==> src/rtl/tdm_pkg.sv <==
// tdm_pkg: shared constants and FSM encoding for the 8-slot TDM frame receiver
package tdm_pkg;
    localparam int WIDTH = 16;
    localparam int SLOTS = 8;
    localparam int IDX_W = 3;
    typedef enum logic [1:0] {IDLE = 2'd0, COLLECT = 2'd1, HOLD = 2'd2} state_t;
endpackage

==> src/rtl/tdm_frame_rx_if.sv <==
// tdm_frame_rx_if: word-in / frame-out handshake bundle of the TDM frame receiver
interface tdm_frame_rx_if #(parameter int WIDTH = tdm_pkg::WIDTH);
    logic in_valid, in_sof, in_ready, frame_valid, frame_ready, sync_err;
    logic [0:WIDTH-1] in_data, out_a, out_b, out_c, out_d, out_e, out_f, out_g, out_h;
    logic [0:7] frame_cnt;
    modport master(output in_valid, in_sof, in_data, frame_ready,
                   input in_ready, out_a, out_b, out_c, out_d, out_e, out_f, out_g, out_h,
                   frame_valid, sync_err, frame_cnt);
    modport slave(input in_valid, in_sof, in_data, frame_ready,
                  output in_ready, out_a, out_b, out_c, out_d, out_e, out_f, out_g, out_h,
                  frame_valid, sync_err, frame_cnt);
endinterface

==> src/rtl/tdm_frame_rx_slot_load_decoder.sv <==
// slot_load_decoder: steers a write strobe to one of eight one-hot slot load enables
module slot_load_decoder
    import tdm_pkg::*;
(
    input  logic             we,
    input  logic [IDX_W-1:0] idx,
    output logic [SLOTS-1:0] ld
);
    always_comb ld = we ? SLOTS'(1) << idx : '0;
endmodule

==> src/rtl/tdm_frame_rx.sv <==
// tdm_frame_rx: reassembles eight slot words into a parallel frame with valid/ready output
module tdm_frame_rx
    import tdm_pkg::*;
(
    input logic           clock,
    input logic           reset,
    tdm_frame_rx_if.slave bus
);
    state_t           state;
    logic [IDX_W-1:0] idx;
    logic [0:WIDTH-1] slot [SLOTS];
    logic             frame_valid, sync_err;
    logic [0:7]       frame_cnt;
    logic             acc, sof_acc, we;
    logic [SLOTS-1:0] ld;

    assign bus.in_ready = !frame_valid || bus.frame_ready;
    assign acc = bus.in_valid && bus.in_ready;
    assign sof_acc = acc && bus.in_sof;
    // a sof word always lands in slot 0, whatever state it arrives in
    assign we = sof_acc || (acc && state == COLLECT);

    slot_load_decoder u_dec (.we(we), .idx(bus.in_sof ? IDX_W'(0) : idx), .ld(ld));

    always_ff @(posedge clock) begin
        if (reset) begin
            state <= IDLE;
            idx <= '0;
            frame_valid <= 1'b0;
            sync_err <= 1'b0;
            frame_cnt <= '0;
            for (int i = 0; i < SLOTS; i++) slot[i] <= '0;
        end else begin
            // sof is only legal outside COLLECT, continuation words only inside it
            sync_err <= acc && (bus.in_sof == (state == COLLECT));
            for (int i = 0; i < SLOTS; i++) if (ld[i]) slot[i] <= bus.in_data;
            case (state)
                IDLE: if (sof_acc) begin
                    idx <= IDX_W'(1);
                    state <= COLLECT;
                end
                COLLECT: if (sof_acc) idx <= IDX_W'(1);
                else if (acc) begin
                    if (idx == IDX_W'(SLOTS - 1)) begin
                        frame_valid <= 1'b1;
                        frame_cnt <= frame_cnt + 8'd1;
                        idx <= '0;
                        state <= HOLD;
                    end else idx <= idx + IDX_W'(1);
                end
                HOLD: if (bus.frame_ready) begin
                    frame_valid <= 1'b0;
                    idx <= sof_acc ? IDX_W'(1) : IDX_W'(0);
                    state <= sof_acc ? COLLECT : IDLE;
                end
                default: state <= IDLE;
            endcase
        end
    end

    assign bus.out_a = slot[0];
    assign bus.out_b = slot[1];
    assign bus.out_c = slot[2];
    assign bus.out_d = slot[3];
    assign bus.out_e = slot[4];
    assign bus.out_f = slot[5];
    assign bus.out_g = slot[6];
    assign bus.out_h = slot[7];
    assign bus.frame_valid = frame_valid;
    assign bus.sync_err = sync_err;
    assign bus.frame_cnt = frame_cnt;
endmodule

==> src/flat_wrapper.sv <==
// flat-port wrapper written by rule: the top's interface ports become plain ports
module tdm_frame_rx_flat import tdm_pkg::*;
  (clock, reset, bus_in_valid, bus_in_sof, bus_in_data, bus_frame_ready, bus_in_ready, bus_out_a, bus_out_b, bus_out_c, bus_out_d, bus_out_e, bus_out_f, bus_out_g, bus_out_h, bus_frame_valid, bus_sync_err, bus_frame_cnt);
  tdm_frame_rx_if bus_i ();
  input logic clock;
  input logic reset;
  input wire logic [$bits(bus_i.in_valid)-1:0] bus_in_valid;
  input wire logic [$bits(bus_i.in_sof)-1:0] bus_in_sof;
  input wire logic [$bits(bus_i.in_data)-1:0] bus_in_data;
  input wire logic [$bits(bus_i.frame_ready)-1:0] bus_frame_ready;
  output wire logic [$bits(bus_i.in_ready)-1:0] bus_in_ready;
  output wire logic [$bits(bus_i.out_a)-1:0] bus_out_a;
  output wire logic [$bits(bus_i.out_b)-1:0] bus_out_b;
  output wire logic [$bits(bus_i.out_c)-1:0] bus_out_c;
  output wire logic [$bits(bus_i.out_d)-1:0] bus_out_d;
  output wire logic [$bits(bus_i.out_e)-1:0] bus_out_e;
  output wire logic [$bits(bus_i.out_f)-1:0] bus_out_f;
  output wire logic [$bits(bus_i.out_g)-1:0] bus_out_g;
  output wire logic [$bits(bus_i.out_h)-1:0] bus_out_h;
  output wire logic [$bits(bus_i.frame_valid)-1:0] bus_frame_valid;
  output wire logic [$bits(bus_i.sync_err)-1:0] bus_sync_err;
  output wire logic [$bits(bus_i.frame_cnt)-1:0] bus_frame_cnt;
  assign bus_i.in_valid = bus_in_valid;
  assign bus_i.in_sof = bus_in_sof;
  assign bus_i.in_data = bus_in_data;
  assign bus_i.frame_ready = bus_frame_ready;
  assign bus_in_ready = bus_i.in_ready;
  assign bus_out_a = bus_i.out_a;
  assign bus_out_b = bus_i.out_b;
  assign bus_out_c = bus_i.out_c;
  assign bus_out_d = bus_i.out_d;
  assign bus_out_e = bus_i.out_e;
  assign bus_out_f = bus_i.out_f;
  assign bus_out_g = bus_i.out_g;
  assign bus_out_h = bus_i.out_h;
  assign bus_frame_valid = bus_i.frame_valid;
  assign bus_sync_err = bus_i.sync_err;
  assign bus_frame_cnt = bus_i.frame_cnt;
  tdm_frame_rx u_core (.clock(clock), .reset(reset), .bus(bus_i));
endmodule
==> config.mk <==
export PLATFORM = sky130hd
export DESIGN_NAME = tdm_frame_rx_flat
export DESIGN_NICKNAME = d
export VERILOG_FILES = /design/src/rtl/tdm_pkg.sv /design/src/rtl/tdm_frame_rx_if.sv /design/src/rtl/tdm_frame_rx_slot_load_decoder.sv /design/src/rtl/tdm_frame_rx.sv /design/src/flat_wrapper.sv
export SDC_FILE = /design/constraint.sdc
export NUM_CORES = 1
export LEC_CHECK = 0
export CORE_MARGIN = 2
export CORE_UTILIZATION = 47
export CTS_CLUSTER_SIZE = 12
export DETAILED_ROUTE_END_ITERATION = 10
export GPL_TIMING_DRIVEN = 0
export HOLD_SLACK_MARGIN = 0.08
export PLACE_DENSITY = 0.8
export SYNTH_ARGS = -nofsm -noshare
export SYNTH_HDL_FRONTEND = slang
export SYNTH_SLANG_ARGS = --single-unit
==> constraint.sdc <==
create_clock -name clock -period 3.6 [get_ports clock]
set_input_delay 0.54 -clock clock [delete_from_list [all_inputs] [get_ports clock]]
set_output_delay 0.54 -clock clock [all_outputs]
set_load 0.02 [all_outputs]
Word level (Yosys, flattened, before mapping). Memory sizes are Yosys's and may differ from the RTL's. Cells that the tools add are included.

Add/sub/neg operators: 2. Eq/ne operators: 10. Shift-type cells: 1. Mux-type cells: 55. Bitwise operators: 9. Reductions and logical operators: 14.

Operators with widths (number): 16-bit 2-to-1 mux (8); 1-bit 2-to-1 mux (32); 3-bit 2-to-1 mux (6); 2-bit 2-to-1 mux (5); 5-bit AND reduction (2); 3-bit one-hot mux with 3 select lines (1); 8-bit by 1-bit adder with 8-bit output (second input constant) (1); 8-bit 2-to-1 mux (1); 1-bit bitwise OR (8); 4-bit AND reduction (2); 1-bit by 3-bit << shifter with 8-bit output (first input constant) (1); 2-bit != test (second input constant) (3); 2-bit one-hot mux with 3 select lines (1); 1-bit logical AND (4); 2-bit by 1-bit != test with 1-bit output (second input constant) (2); 3-bit by 1-bit adder with 3-bit output (second input constant) (1); 3-bit equality test (second input constant) (1); 3-bit by 1-bit != test with 1-bit output (second input constant) (1); 3-bit nonzero test (1); 2-bit by 1-bit equality test with 1-bit output (second input constant) (1); 2-bit equality test (second input constant) (1); 2-bit zero test (1); 1-bit logical OR (2); 1-bit one-hot mux with 2 select lines (1); other kinds (4) (4).

Register bits: 15. RAM bits: 128. Bits of input ports: 21. Output and inout port bits: 139. Logic and storage cells: 97. Memories: 1.

Memories: u_core.slot (depth 8, width 16, rd ports 8, clocked after Yosys merged registers in 0, wr ports 8, line tdm_frame_rx.sv:11) `logic [0:WIDTH-1] slot [SLOTS];`.

Depth between registers and ports, before layout. Gate-level depths: netlist of the first run.

Depth after elaboration: 10. Mapped depth: 8. Mapped depth without buffers: 6.

Modules after synthesis. Synthesis of the first run repeated with hierarchy kept, for this count alone.

Cells, all modules: 374. Area total of the unflattened synthesis: 5655.4 µm².

Modules (own cells, without submodules): tdm_frame_rx (instances 1, cells each 366, area each 5560.3 µm², seq. area each 4144.0 µm²); slot_load_decoder (instances 1, cells each 8, area each 95.1 µm², seq. area each 0.0 µm²).

Worst setup path after synthesis of the first run. Ideal clock, no wire load.

Kind: input-to-reg. From: input bus_in_sof. To: memory u_core.slot[1][32] in the netlist's numbering (enable). Setup time: 0.414 ns. Arrival time: 2.519 ns. Data required time: 3.186 ns. Slack: 0.667 ns. Stages on the path: 4. Path buffers: 2. Cells stage by stage: clkbuf_1 -> or3_1 -> buf_2 -> o31ai_1.

RTL lines: start: declaration (line flat_wrapper.sv:8) `input wire logic [$bits(bus_i.in_sof)-1:0] bus_in_sof;`; end: declaration (line tdm_frame_rx.sv:11).

==> results of run 1 <==
==> placed cells by master, fill, tap and decap left out, types with 3 or more instances in the layout <==
cell type	synthesis	layout
a21oi_1	7	7
buf_6	5	5
bufinv_16	0	4
clkbuf_1	11	12
clkbuf_16	0	17
clkdlybuf4s50_1	0	158
dfxtp_1	15	15
edfxtp_1	128	128
ha_1	7	7
inv_1	24	24
inv_2	3	3
mux2i_1	3	3
nand2_1	35	35
nand3_1	4	4
nand4_1	4	4
nor2_1	102	102
nor3_1	5	5
o21ai_0	5	4
o31ai_1	5	4
or3_1	6	6
or4_1	4	4
==> stage by stage <==
step	setup slack, ns	cell area [µm²]
2_1_floorplan	0.6668	5424
3_3_place_gp	-0.5119	7184
3_5_place_dp	0.1036	7202
4_1_cts	0.4837	7801
5_1_grt	0.2626	7801
6_report	0.4248	7801
==> cell type report <==
cell class	instances	area (µm²)
Sequential cell	143	4144
Inverter	27	101.3
Multi-Input combinational cell	212	1085
Timing Repair Buffer	158	1582
Clock buffer	18	429.2
Fill cell	790	3520
Clock inverter	12	170.2
Tap cell	143	178.9
Buffer	19	111.4
==> sequential cells by signal, summed over array words and instances (netlist names) <==
register / cells
u_core.idx: 3
u_core.bus.frame_cnt: 8
u_core.bus.frame_valid: 1
u_core.slot: 128
u_core.bus.sync_err: 1
u_core.state: 2
==> report_power, final <==
part	total (mW)	internal, mW	switching (mW)	leakage (nW)
clock network	1.79	1.14	0.646	0.287
logic	0.493	0.201	0.293	1.15
registers	1.94	1.90	0.0395	1.44
total	4.22	3.25	0.978	2.88
==> per-layer routing <==
| metal | track usage [%] | vias to the layer above | wire (µm) |
|---|---|---|---|
| met1 | 27.39 | 1836 | 5294 |
| met5 | 0 | - | 0 |
| met4 | 7.160 | 0 | 239 |
| met3 | 7.022 | 23 | 1186 |
| met2 | 38.78 | 225 | 7112 |
| li1 | - | 1766 | - |
==> kinds of logic (layout without fill, tap and decap cells) <==
logic type,after synthesis,in the layout,share of synthesized area (%)
muxes,3,3,0.5537
and+or+nand+nor,170,170,13.52
DFF,143,143,76.40
buffers and inverters,46,234,3.921
adders and majority gates,7,7,1.615
xor gates and xnor gates,2,2,0.3230
AOI/OAI and AO/OA,30,30,3.668
==> critical path: cells and delay by family, from the launching register on <==
family / cells / cell delay [ns]
buffers and inverters: 3 / 0.76
and+or+nand+nor: 2 / 0.75
AOI/OAI and AO/OA: 1 / 0.56
DFF: 1 / 0.39
adders and majority gates: 1 / 0.26
==> Yosys cell counts (2+ instances only) <==
library cell	instances
dfxtp_1	15
clkbuf_1	11
or3_1	6
nor2b_1	2
nand2_1	35
nand4_1	4
inv_2	3
buf_6	5
inv_1	24
or4_4	2
mux2i_1	3
nand3_1	4
o31ai_1	5
nor3_1	5
a21oi_1	7
a211oi_1	2
ha_1	7
o21ai_0	5
o21a_1	2
edfxtp_1	128
or4_1	4
nor2_1	102
nor4_1	2
==> how the worst min path moves through the flow <==
stage                     cells after the start                                  from                              endpoint
after global placement                        2  u_core.bus.frame_cnt[0]$_SDFFE_PP0P_  u_core.bus.frame_cnt[0]$_SDFFE_PP0P_
after floorplan                               2          u_core.state[0]$_SDFFE_PP0P_          u_core.state[0]$_SDFFE_PP0P_
after detailed placement                      2  u_core.bus.frame_cnt[0]$_SDFFE_PP0P_  u_core.bus.frame_cnt[0]$_SDFFE_PP0P_
after global routing                          2  u_core.bus.frame_cnt[0]$_SDFFE_PP0P_  u_core.bus.frame_cnt[0]$_SDFFE_PP0P_
after CTS                                     2  u_core.bus.frame_cnt[0]$_SDFFE_PP0P_  u_core.bus.frame_cnt[0]$_SDFFE_PP0P_
final                                         2  u_core.bus.frame_cnt[0]$_SDFFE_PP0P_  u_core.bus.frame_cnt[0]$_SDFFE_PP0P_
==> summary.md, run 1 <==
| Metric | Value |
|---|---|
| Clock latency on the worst-skew pair | `0.42 ns` |
| Antenna diode instance count | `0` |
| Final Util | `68.91%` |
| Post-Syn Instances | `401` |
| Starting DRT DRC Count | `244` |
| Number of synthesized register bits | `143` |
| Overall Power | `4.224 mW` |
| Pin slew with the least headroom to its limit | `0.9259 ns` |
| Crit path max fanout | `16` |
| Slew Viols, Final | `0` |
| Most used flip-flop cell after synthesis | `edfxtp_1` |
| Slew HR | `38.27%` |
| Crit-path most repeated cell | `clkbuf_1` |
| Initial Util | `47.91%` |
| Final setup violation count | `0` |
| Number of clock sinks | `143` |
| Outcome | `complete, no violations` |
| Synth-to-layout area growth | `43.83%` |
| Critical Path AT | `3.16 ns` |
| Die height | `111.4 µm` |
| Register area share after synthesis | `76.40%` |
| GRT Total Usage | `22.55%` |
| CP Launch Point | `u_core.state[1]$_SDFFE_PP0P_` |
| Final routed wire length divided by cell count | `18.90 µm` |
| Share of synthesized flip-flops with an asynchronous set or reset | `0%` |
| Netlist area before placement | `5424 µm²` |
| Final worst path period share | `88.20%` |
| Largest stage delay on the critical path | `0.56 ns` |
| Cell count after placement | `702` |
| Maximum buffer depth of the clock tree | `2` |
| Final RePlAce weighted congestion | `0.8802` |
| Total leakage power | `2.878 nW` |
| Area of the die | `12420 µm²` |
| Average footprint of a synthesized cell | `13.53 µm²` |
| Depth of the worst register-to-register path | `7` |
| Hold/Removal Path Class | `flip-flop to flip-flop` |
| CP max-delay cell | `o211ai_1` |
| Via count of the first global-routing pass | `3781` |
| Fraction of layout instances using a drive strength above 1 | `7.131%` |
| Leading area contributor after synthesis | `edfxtp_1` |
| CTS Hold Bufs | `0` |
| Tmin final | `3.175 ns` |
| Total number of yosys warnings | `0` |
| Worst reg2reg startpoint | `u_core.state[1]$_SDFFE_PP0P_` |
| Share of Yosys cell area claimed by the top area cell type | `70.87%` |
| Clock tree from TritonCTS | `built` |
| Core area | `11320 µm²` |
| Post-CTS resize count | `0` |
| CTS H-tree depth | `4` |
| Unique cell type count in the Yosys netlist | `41` |
| Total power divided by cell area | `541.4 nW/µm²` |
| Synthesized netlist net count | `429` |
| Clock tree skew after final layout | `0.01287 ns` |
| Critical path capture point type | `flip-flop` |
| Sequence of cells on the critical path | `inv_1 > ha_1 > clkbuf_1 > nor4b_1 > o211ai_1 > clkbuf_1 > nand2_1` |
| Final cell count without fillers | `732` |
| Max-Cap Viols | `0` |
| TritonCTS buffer count | `17` |
| Final hold violation count | `0` |
| Leading cell types by total area after synthesis | `edfxtp_1 (71%), nor2_1 (7.1%), dfxtp_1 (5.5%)` |
| Root buffer cell | `clkbuf_16` |
| Number of antenna violations at the first check in global routing | `0` |
| First-pass iteration count of the detailed router | `5` |
| Port buffer count | `158` |
| Count of boundary I/O pins | `160` |
| Number of enable flip-flop cells after synthesis | `128` |
| Residual DRC | `0` |
| Startpoint types | `flip-flop` |
| Clock transition at the registers of the reported paths | `0.06 ns` |
| Pin count of the biggest net entering global routing | `17` |
| HPWL after detailed placement | `9877 µm` |
| Die outline width | `111.4 µm` |
| Number of vias per cell after detailed routing | `5.260` |
| Post-route antenna net violation count | `0` |
| Vias | `3850` |
| Fmax | `314.9 MHz` |
| Worst voltage drop across the vdd grid | `285.5 µV` |
| Post-layout nets | `606` |
| Post-CTS Repair Setup Buffers | `0` |
| Wire length of the first global-routing pass | `20920 µm` |
| Unrepaired setup endpoints after global routing | `false` |
| Classification of the worst setup path | `flip-flop to flip-flop` |
| Worst R2R Setup Slack | `0.42 ns` |
| CP endpoint | `u_core.slot[0][6]$_SDFFCE_PN0P_` |
| Number of rows created at floorplan | `39` |
| Critical path required time | `3.58 ns` |
| Total length of routed wires | `13830 µm` |
| Terminus of the critical flop-to-flop path | `u_core.slot[0][6]$_SDFFCE_PN0P_` |
| Summed negative setup slack over all endpoints | `0 ns` |
| Overflow left after global routing | `0` |
| Smallest hold slack | `0.4998 ns` |
Power figures use the tool's default switching activity.
==> run 2, diff against run 1 <==
--- a/config.mk
+++ b/config.mk
@@ -6,12 +6,12 @@
 export NUM_CORES = 1
 export LEC_CHECK = 0
 export CORE_MARGIN = 2
-export CORE_UTILIZATION = 47
+export CORE_UTILIZATION = 40
 export CTS_CLUSTER_SIZE = 12
 export DETAILED_ROUTE_END_ITERATION = 10
 export GPL_TIMING_DRIVEN = 0
 export HOLD_SLACK_MARGIN = 0.08
-export PLACE_DENSITY = 0.8
+export PLACE_DENSITY = 0.69
 export SYNTH_ARGS = -nofsm -noshare
 export SYNTH_HDL_FRONTEND = slang
 export SYNTH_SLANG_ARGS = --single-unit
==> summary.md, run 2 (synthesis gave the netlist of run 1 again) <==
| Metric | Value |
|---|---|
| Outcome | `complete, no violations` |
| CTS H-tree depth | `4 (unchanged)` |
| Residual DRC | `0 (unchanged)` |
| Most frequent cells in the layout | `clkdlybuf4s50_1 (158), edfxtp_1 (128), nor2_1 (102)` |
| Final Util | `59.12% (-9.8 points)` |
| Startpoint types | `flip-flop` |
| Pin count of the biggest net entering global routing | `17 (unchanged)` |
| Root buffer cell | `clkbuf_16` |
| Maximum buffer depth of the clock tree | `2 (unchanged)` |
| Hold/Removal Path Class | `flip-flop to flip-flop` |
| Count of boundary I/O pins | `160 (unchanged)` |
| HP Start | `u_core.bus.frame_valid$_SDFFE_PP0P_` |
| TritonCTS buffer count | `17 (unchanged)` |
| Max reg flops | `128 (unchanged)` |
| Starting DRT DRC Count | `311 (+27%)` |
| Final worst path period share | `90.04% (+1.8 points)` |
| Total length of routed wires | `13120 µm (-5.1%)` |
| First-pass iteration count of the detailed router | `5 (unchanged)` |
| Worst reg2reg startpoint | `u_core.state[1]$_SDFFE_PP0P_` |
| Slew Viols, Final | `0 (unchanged)` |
| Wire length of the first global-routing pass | `19900 µm (-4.9%)` |
| Fraction of layout instances using a drive strength above 1 | `7.614% (+0.48 points)` |
| Cell Area, Placed | `7243 µm² (+0.57%)` |
| Core area | `13240 µm² (+17%)` |
| Initial Util | `40.96% (-7.0 points)` |
| Fmax | `308.5 MHz (-2.0%)` |
| Post-CTS Repair Setup Buffers | `0 (unchanged)` |
| Number of antenna violations at the first check in global routing | `0 (unchanged)` |
| Die height | `120.4 µm (+8.1%)` |
| Synth-to-layout area growth | `44.34%` |
| Clock latency on the worst-skew pair | `0.41 ns (about the same)` |
| Pin slew with the least headroom to its limit | `0.9085 ns (-0.01748 ns)` |
| Post-layout nets | `606 (unchanged)` |
| Area of the die | `14510 µm² (+17%)` |
| Via count of the first global-routing pass | `3632 (-3.9%)` |
| CTS Hold Bufs | `0 (unchanged)` |
| Clock tree from TritonCTS | `built` |
| Die outline width | `120.4 µm (+8.1%)` |
| CP Launch Point | `u_core.state[1]$_SDFFE_PP0P_` |
| Worst voltage drop across the vdd grid | `217.1 µV (-24%)` |
| Total power divided by cell area | `531.0 nW/µm² (-1.9%)` |
| Post-route antenna net violation count | `0 (unchanged)` |
| Post-CTS resize count | `0 (unchanged)` |
| Final RePlAce weighted congestion | `0.8504 (-3.4%)` |
| Number of clock sinks | `143 (unchanged)` |
| Slew HR | `39.43% (+1.2 points)` |
| Final design area excluding fillers | `7829 µm² (+0.35%)` |
| Largest registers in the final layout | `u_core.slot (128), u_core.bus.frame_cnt (8), u_core.idx (3)` |
| Final routed wire length divided by cell count | `17.11 µm (-9.5%)` |
| Critical path required time | `3.57 ns (about the same)` |
| Number of vias per cell after detailed routing | `4.975 (-5.4%)` |
| Crit path max fanout | `16 (unchanged)` |
| Most common cell after layout, fill and taps aside | `clkdlybuf4s50_1` |
| Final setup violation count | `0 (unchanged)` |
| Antenna diode instance count | `0 (unchanged)` |
| Critical path capture point type | `flip-flop` |
| Vias | `3816 (-0.88%)` |
| Tmin final | `3.241 ns (+0.06614 ns)` |
| Port buffer count | `158 (unchanged)` |
| Final hold violation count | `0 (unchanged)` |
| Total leakage power | `2.872 nW (-0.19%)` |
| Critical Path AT | `3.21 ns (+0.05 ns)` |
| Clock transition at the registers of the reported paths | `0.06 ns (about the same)` |
| GRT Total Usage | `18.52% (-4.0 points)` |
| HPWL after detailed placement | `9392 µm (-4.9%)` |
| Unrepaired setup endpoints after global routing | `false` |
| Clock tree skew after final layout | `0.01137 ns (-0.001496 ns)` |
| Filler Cell Count | `1084 (+37%)` |
| Register bank with the most flops | `u_core.slot` |
| Max-Cap Viols | `0 (unchanged)` |
| Classification of the worst setup path | `flip-flop to flip-flop` |
| Number of rows created at floorplan | `42 (+7.7%)` |
| Overflow left after global routing | `0 (unchanged)` |
run 2: critical path: stages (launching register included):
cell and delay, ns:
dfxtp_1 0.38, inv_1 0.08, ha_1 0.26, clkbuf_1 0.26
nor4b_1 0.21, o211ai_1 0.59, clkbuf_1 0.45, nand2_1 0.57
run 2: routing by layer:
metal / vias to the layer above / global-route usage, % / wire length, µm
met5: - / 0 / 0
met4: 0 / 6.759 / 282
met3: 28 / 5.708 / 1111
met2: 211 / 30.83 / 6422
met1: 1809 / 22.79 / 5303
li1: 1768 / - / -
run 2: worst paths after layout:
check	end	slack, ns	cells past startpoint
min reg2reg	u_core.bus.frame_valid$_SDFFE_PP0P_	0.49	2
max	u_core.slot[0][1]$_SDFFCE_PN0P_	0.36	7
min	u_core.bus.frame_valid$_SDFFE_PP0P_	0.49	2
max reg2reg	u_core.slot[0][1]$_SDFFCE_PN0P_	0.36	7
run 2: power by group:
part           internal, mW  total [mW]  switching, mW  leakage, nW
Clock                  1.03        1.73          0.694        0.281
Sequential             1.90        1.94         0.0379         1.44
Combinational         0.201       0.493          0.292         1.15
Total                  3.13        4.16           1.02         2.87
run 2: final cells by class:
type / count / area (µm²) / share of cell area, %
tap: 176 / 220.2 / 2.813
multi-input combinational: 212 / 1085 / 13.86
clock inverter: 14 / 156.4 / 1.998
buffer: 19 / 111.4 / 1.422
clock buffer: 18 / 429.2 / 5.482
sequential: 143 / 4144 / 52.93
timing repair buffer: 158 / 1582 / 20.20
inverter: 27 / 101.3 / 1.295
run 2: stage by stage:
step | std cells | setup slack, ns | power (mW) | hold WS (ns) | TNS, ns
2_1_floorplan | 401 | 0.6668 | 2.221 | 0.4688 | 0
3_3_place_gp | 735 | -0.5316 | 2.452 | 0.4678 | -11.35
3_5_place_dp | 735 | 0.09280 | 2.465 | 0.4809 | 0
4_1_cts | 767 | 0.3706 | 4.161 | 0.4916 | 0
5_1_grt | 767 | 0.1106 | 4.278 | 0.5131 | 0
6_report | 767 | 0.3587 | 4.157 | 0.4857 | 0
